$ cat config.mk
export PLATFORM = sky130hd
export DESIGN_NAME = arbitro_escrita_banco
export DESIGN_NICKNAME = d
export VERILOG_FILES = /design/src/rtl/arbitro_escrita_banco_pkg.sv /design/src/rtl/arbitro_escrita_banco_buffer_requisicao.sv /design/src/rtl/arbitro_escrita_banco.sv
export SDC_FILE = /design/constraint.sdc
export NUM_CORES = 1
export LEC_CHECK = 0
export BUFFER_PORTS_ARGS = -buffer_cell sky130_fd_sc_hd__buf_4
export CORE_MARGIN = 5
export CORE_UTILIZATION = 51
export DETAILED_ROUTE_END_ITERATION = 8
export HOLD_SLACK_MARGIN = 0.06
export PLACE_DENSITY = 0.88
export REMOVE_ABC_BUFFERS = 1
export SYNTH_ARGS = -nofsm -noshare
export SYNTH_HDL_FRONTEND = slang
export SYNTH_SLANG_ARGS = --single-unit
$ cat constraint.sdc
create_clock -name clk -period 1.8 [get_ports clk]
set_clock_uncertainty 0.2 [all_clocks]
set_input_delay 0.45 -clock clk [delete_from_list [all_inputs] [get_ports clk]]
set_output_delay 0.45 -clock clk [all_outputs]
set_load 0.01 [all_outputs]
$ cat src/rtl/arbitro_escrita_banco_pkg.sv
// arbitro_escrita_banco_pkg: shared FSM state type and default widths for the write arbiter
package arbitro_escrita_banco_pkg;
  localparam int LARGURA_DADO_PAD = 8;
  localparam int LARGURA_END_PAD  = 2;
  typedef enum logic [1:0] {OCIOSO, ESCREVE_A, ESCREVE_B} estado_t;
endpackage

$ cat src/rtl/arbitro_escrita_banco_buffer_requisicao.sv
// buffer_requisicao: one-entry holding buffer for a single write requester
module buffer_requisicao
  import arbitro_escrita_banco_pkg::*;
#(
  parameter int LARGURA_DADO = LARGURA_DADO_PAD,
  parameter int LARGURA_END  = LARGURA_END_PAD
) (
  input  logic                    clk,
  input  logic                    reset,
  input  logic                    req_i,
  input  logic                    limpa_i,
  input  logic [LARGURA_END-1:0]  end_i,
  input  logic [LARGURA_DADO-1:0] dado_i,
  output logic                    pronto_o,
  output logic                    cheio_o,
  output logic [LARGURA_END-1:0]  end_o,
  output logic [LARGURA_DADO-1:0] dado_o
);
  logic                    cheio_q, cheio_d, carrega;
  logic [LARGURA_END-1:0]  end_q;
  logic [LARGURA_DADO-1:0] dado_q;
  // a full buffer refuses new data, so a load and a grant never share an edge
  assign pronto_o = reset & ~cheio_q;
  assign carrega  = req_i & pronto_o;
  assign cheio_d  = carrega | (cheio_q & ~limpa_i);
  assign cheio_o  = cheio_q;
  assign end_o    = end_q;
  assign dado_o   = dado_q;
  always_ff @(posedge clk or negedge reset) begin
    if (!reset) begin
      cheio_q <= 1'b0;
      end_q   <= '0;
      dado_q  <= '0;
    end else begin
      cheio_q <= cheio_d;
      if (carrega) begin
        end_q  <= end_i;
        dado_q <= dado_i;
      end
    end
  end
endmodule

$ cat src/rtl/arbitro_escrita_banco.sv
// arbitro_escrita_banco: arbitrates ALU and load writebacks onto one register-bank write port
// Define ARB_RODIZIO_EN for round-robin conflict grants; otherwise requester A has fixed priority.
module arbitro_escrita_banco
  import arbitro_escrita_banco_pkg::*;
#(
  parameter int LARGURA_DADO = LARGURA_DADO_PAD,
  parameter int LARGURA_END  = LARGURA_END_PAD
) (
  input  logic                        clk,
  input  logic                        reset,
  input  logic                        req_a,
  input  logic                        req_b,
  input  logic [LARGURA_END-1:0]      end_a,
  input  logic [LARGURA_END-1:0]      end_b,
  input  logic [LARGURA_DADO-1:0]     dado_a,
  input  logic [LARGURA_DADO-1:0]     dado_b,
  output logic                        pronto_a,
  output logic                        pronto_b,
  output logic                        habilita_escrita,
  output logic [LARGURA_END-1:0]      endereco_escrita,
  output logic [LARGURA_DADO-1:0]     dado_escrita,
  output logic [2**LARGURA_END-1:0]   pendente
);
  estado_t                 estado_q, estado_d;
  logic                    cheio_a, cheio_b, limpa_a, limpa_b, ocupado, vence_b;
  logic [LARGURA_END-1:0]  end_a_q, end_b_q, end_q, end_d;
  logic [LARGURA_DADO-1:0] dado_a_q, dado_b_q, dado_q, dado_d;
`ifdef ARB_RODIZIO_EN
  logic                    rr_q, rr_d;
`endif

  buffer_requisicao #(.LARGURA_DADO(LARGURA_DADO), .LARGURA_END(LARGURA_END)) u_buf_a (
    .clk(clk), .reset(reset), .req_i(req_a), .limpa_i(limpa_a), .end_i(end_a), .dado_i(dado_a),
    .pronto_o(pronto_a), .cheio_o(cheio_a), .end_o(end_a_q), .dado_o(dado_a_q));
  buffer_requisicao #(.LARGURA_DADO(LARGURA_DADO), .LARGURA_END(LARGURA_END)) u_buf_b (
    .clk(clk), .reset(reset), .req_i(req_b), .limpa_i(limpa_b), .end_i(end_b), .dado_i(dado_b),
    .pronto_o(pronto_b), .cheio_o(cheio_b), .end_o(end_b_q), .dado_o(dado_b_q));

  always_comb begin
    ocupado  = cheio_a | cheio_b;
`ifdef ARB_RODIZIO_EN
    vence_b  = (cheio_a & cheio_b) ? rr_q : cheio_b;
    rr_d     = (cheio_a & cheio_b) ? ~rr_q : rr_q;
`else
    vence_b  = cheio_b & ~cheio_a;
`endif
    estado_d = ocupado ? (vence_b ? ESCREVE_B : ESCREVE_A) : OCIOSO;
    end_d    = ocupado ? (vence_b ? end_b_q : end_a_q) : end_q;
    dado_d   = ocupado ? (vence_b ? dado_b_q : dado_a_q) : dado_q;
    limpa_a  = ocupado & ~vence_b;
    limpa_b  = ocupado & vence_b;
  end

  always_ff @(posedge clk or negedge reset) begin
    if (!reset) begin
      estado_q <= OCIOSO;
      end_q    <= '0;
      dado_q   <= '0;
`ifdef ARB_RODIZIO_EN
      rr_q     <= 1'b0;
`endif
    end else begin
      estado_q <= estado_d;
      end_q    <= end_d;
      dado_q   <= dado_d;
`ifdef ARB_RODIZIO_EN
      rr_q     <= rr_d;
`endif
    end
  end

  assign habilita_escrita = (estado_q != OCIOSO);
  assign endereco_escrita = end_q;
  assign dado_escrita     = dado_q;

  // stall flags cover both buffered writes and the one currently on the bank port
  always_comb begin
    pendente = '0;
    if (cheio_a) pendente[end_a_q] = 1'b1;
    if (cheio_b) pendente[end_b_q] = 1'b1;
    if (habilita_escrita) pendente[end_q] = 1'b1;
  end
endmodule

==> flow_summary.ini <==
[grt]
grt_pass1_vias = 1187
grt_pass1_wl_mm = 5.40
track_usage_pct = 16.9
overflow = 0
antenna_found_initial = 0
grt_start_max_net_pins = 18

[worst_setup_path]
r2r_start = u_buf_a.cheio_o
arrival_ps = 1310
rrSetupSlack_ps = 240
required_ps = 1150
r2r_end = u_buf_a.dado_o[4]
critPathMaxStageDelay_ps = 390
path_cells = or3b_4, o221ai_2, buf_4
cp_slowest_cell = or3b_4
crit_type = flop to primary output
crit_fanout = 2
r2r.worst_path.cells = 4
crit_path_end_kind = primary output
cp-start-kind = flop

[floorplanning]
io-pin-count = 41
start_util_pct = 51.8
core_um2 = 2980
rows = 20
die_h_um = 65
dieArea_um2 = 4230
die_w_um = 65

[timing]
final.period_utilization_pct = 109
max_freq_mhz = 511
period_minus_slack_ps = 1960
slew_viol_final = 0
setup_ws_ps = -156
rsz0062_at_grt = yes
slew_headroom_pct = 70.7
setup_viol = 5
worst_pin_slew_ps = 438
finalHoldViolCount = 0

[worst_hold_path]
holdPathStages = 2
whs_endpoint = u_buf_b.dado_o[5]
hp-start = dado_b[5]
min_path_type = input pin to flop

[power_and_ir_drop]
swShare_pct = 27.7
comb_power_share_pct = 29.6
p_sw_mw = 0.557
vdd_drop_max_uv = 575
power.internal_mw = 1.46
p_per_area_nw_per_um2 = 985
p_leak_nw = 1.02
p_clk_share_pct = 20.0
p_seq_share_pct = 50.4

[run_status]
violations = negative setup slack
status = finished with violations

[yosys]
syn_inst = 113
ys_ff_latch = 34
yosys_warnings = 0
yosysUniqueCellTypes = 21
netlist_area_um2 = 1540
synth_seq_area_share_pct = 55.2
syn_avg_cell_area_um2 = 13.7

[finish]
fin_nets = 192
syn2layout_area_growth_pct = 32.4
drive_gt1_share_pct = 53.3
diodes = 0
fin_cells = 200
finalInstanceArea_um2 = 2040
final_util_pct = 68.6

[cts]
cts_tree = built
clk_latency_ps = 320
cts_sinks = 34
cts_max_level = 2
cts_buffers = 5
root_buffer = clkbuf_4
clk_pin_slew_worst_paths_ps = 90
cts_buffer_depth = 2

[placement]
placed_area_um2 = 1910
dpl.hpwl_mm = 2.33
place_congestion = 0.763
placed_cells = 189
portBuffers = 40

[flow_run]
cap_violations = 0

[detailed_routing]
vias = 1050
drc = 0
ant_nets = 0
viasPerCell = 5.25
wl_per_cell_um = 16.1
routed_wl_mm = 3.22
dr.pass1.iters = 4
dr.first_iter.drc_count = 27
sequential cells by signal, summed over array words and instances, names as in the netlist:
register          flops
dado_escrita          8
u_buf_a.dado_o        8
u_buf_b.dado_o        8
endereco_escrita      2
estado_q              2
u_buf_a.end_o         2
u_buf_b.end_o         2
u_buf_a.cheio_o       1
u_buf_b.cheio_o       1
synth_stat cells:
cell type	instances	area (µm²)
o21bai_1	1	7.51
or3b_2	1	8.76
o21a_1	1	7.51
or2_2	1	6.26
nand2_1	12	45.0
buf_6	3	33.8
nand2b_1	1	6.26
nand3_1	1	5.00
nor2b_1	3	18.8
o221ai_1	4	35.0
dfrtp_1	34	851
inv_1	3	11.3
mux2_4	18	270
nand3b_4	1	20.0
nand3b_1	3	22.5
o21ai_0	10	50.1
mux2i_1	9	90.1
buf_4	1	7.51
mux2_2	3	33.8
buf_2	1	5.00
clkbuf_1	2	7.51
final cells by class:
cell class	instances	area, µm²
well taps	33	41.3
flip-flops and latches	34	852
repair buffers	55	434
inverters	3	11.3
multi-input cells	69	653
fillers	226	935
clock buffers	6	51.3
power groups by stage:
| stage | Sequential, mW | Clock, mW | Combinational, mW |
|---|---|---|---|
| floorplan | 1.05 | 0 | 0.259 |
| global placement | 1.02 | 0 | 0.545 |
| detailed placement | 1.02 | 0 | 0.567 |
| CTS | 1.01 | 0.420 | 0.587 |
| global route | 1.04 | 0.469 | 0.649 |
| finish | 1.01 | 0.402 | 0.595 |
routing by layer:
metal	routed length (µm)	share of wire (%)	global-route usage [%]	vias to the layer above
met2	1630	51	29.4	35
met1	1330	41	19.8	515
li1	-	-	-	497
met5	0	0	0	-
met4	25	0.78	4.75	0
met3	227	7.1	5.37	3
metrics by stage:
| step | setup slack (ps) | total power [mW] | setup TNS (ps) | hold slack (ps) |
|---|---|---|---|---|
| after floorplan | -129 | 1.31 | -723 | -45.6 |
| after global placement | 111 | 1.56 | 0 | 97.3 |
| after detailed placement | 96.2 | 1.59 | 0 | 104 |
| after CTS | -172 | 2.02 | -643 | 140 |
| after global routing | -220 | 2.15 | -986 | 125 |
| final | -156 | 2.01 | -565 | 152 |
placed cells by master (no fill, tap or decap), types with 2 or more instances in the layout:
master,count
buf_6,3
dfrtp_1,33
inv_1,3
o21ai_0,9
mux2i_1,9
o221ai_1,3
mux2_2,3
nand3b_1,3
mux2_4,18
buf_4,50
nand2_1,12
nor2b_1,2
clkbuf_4,5
worst max path at each step:
stage / from / endpoint / slack, ps
floorplan: u_buf_b.cheio_o / pendente[0] / -130
global placement: u_buf_b.end_o[1] / pendente[0] / 110
detailed placement: u_buf_a.cheio_o / pendente[1] / 100
CTS: u_buf_b.end_o[1] / pendente[0] / -170
global route: u_buf_b.end_o[0] / pendente[0] / -220
finish: u_buf_b.end_o[1] / pendente[0] / -160
critical path: cells and delay by family (launching register included):
family	cells	cell delay (ps)
buffers and inverters	1	150
AOI/OAI and AO/OA	1	70
DFF	1	380
and+or+nand+nor	1	390
kinds of logic (layout without fill, tap and decap cells):
kind of cell | Yosys count | after routing | share of synthesized area, %
buf+inv | 10 | 64 | 4.22
compound gates | 16 | 16 | 6.49
simple gates | 23 | 23 | 8.60
flops | 34 | 34 | 55.2
mux | 30 | 30 | 25.5
repair_timing:
action	CTS	global route
resized for setup	8	6
setup endpoints to repair	7	7
hold endpoints to repair	34	0
setup buffers	3	1
pin swaps	1	1
hold buffers	1	0
(Power assumes the default switching activity.)
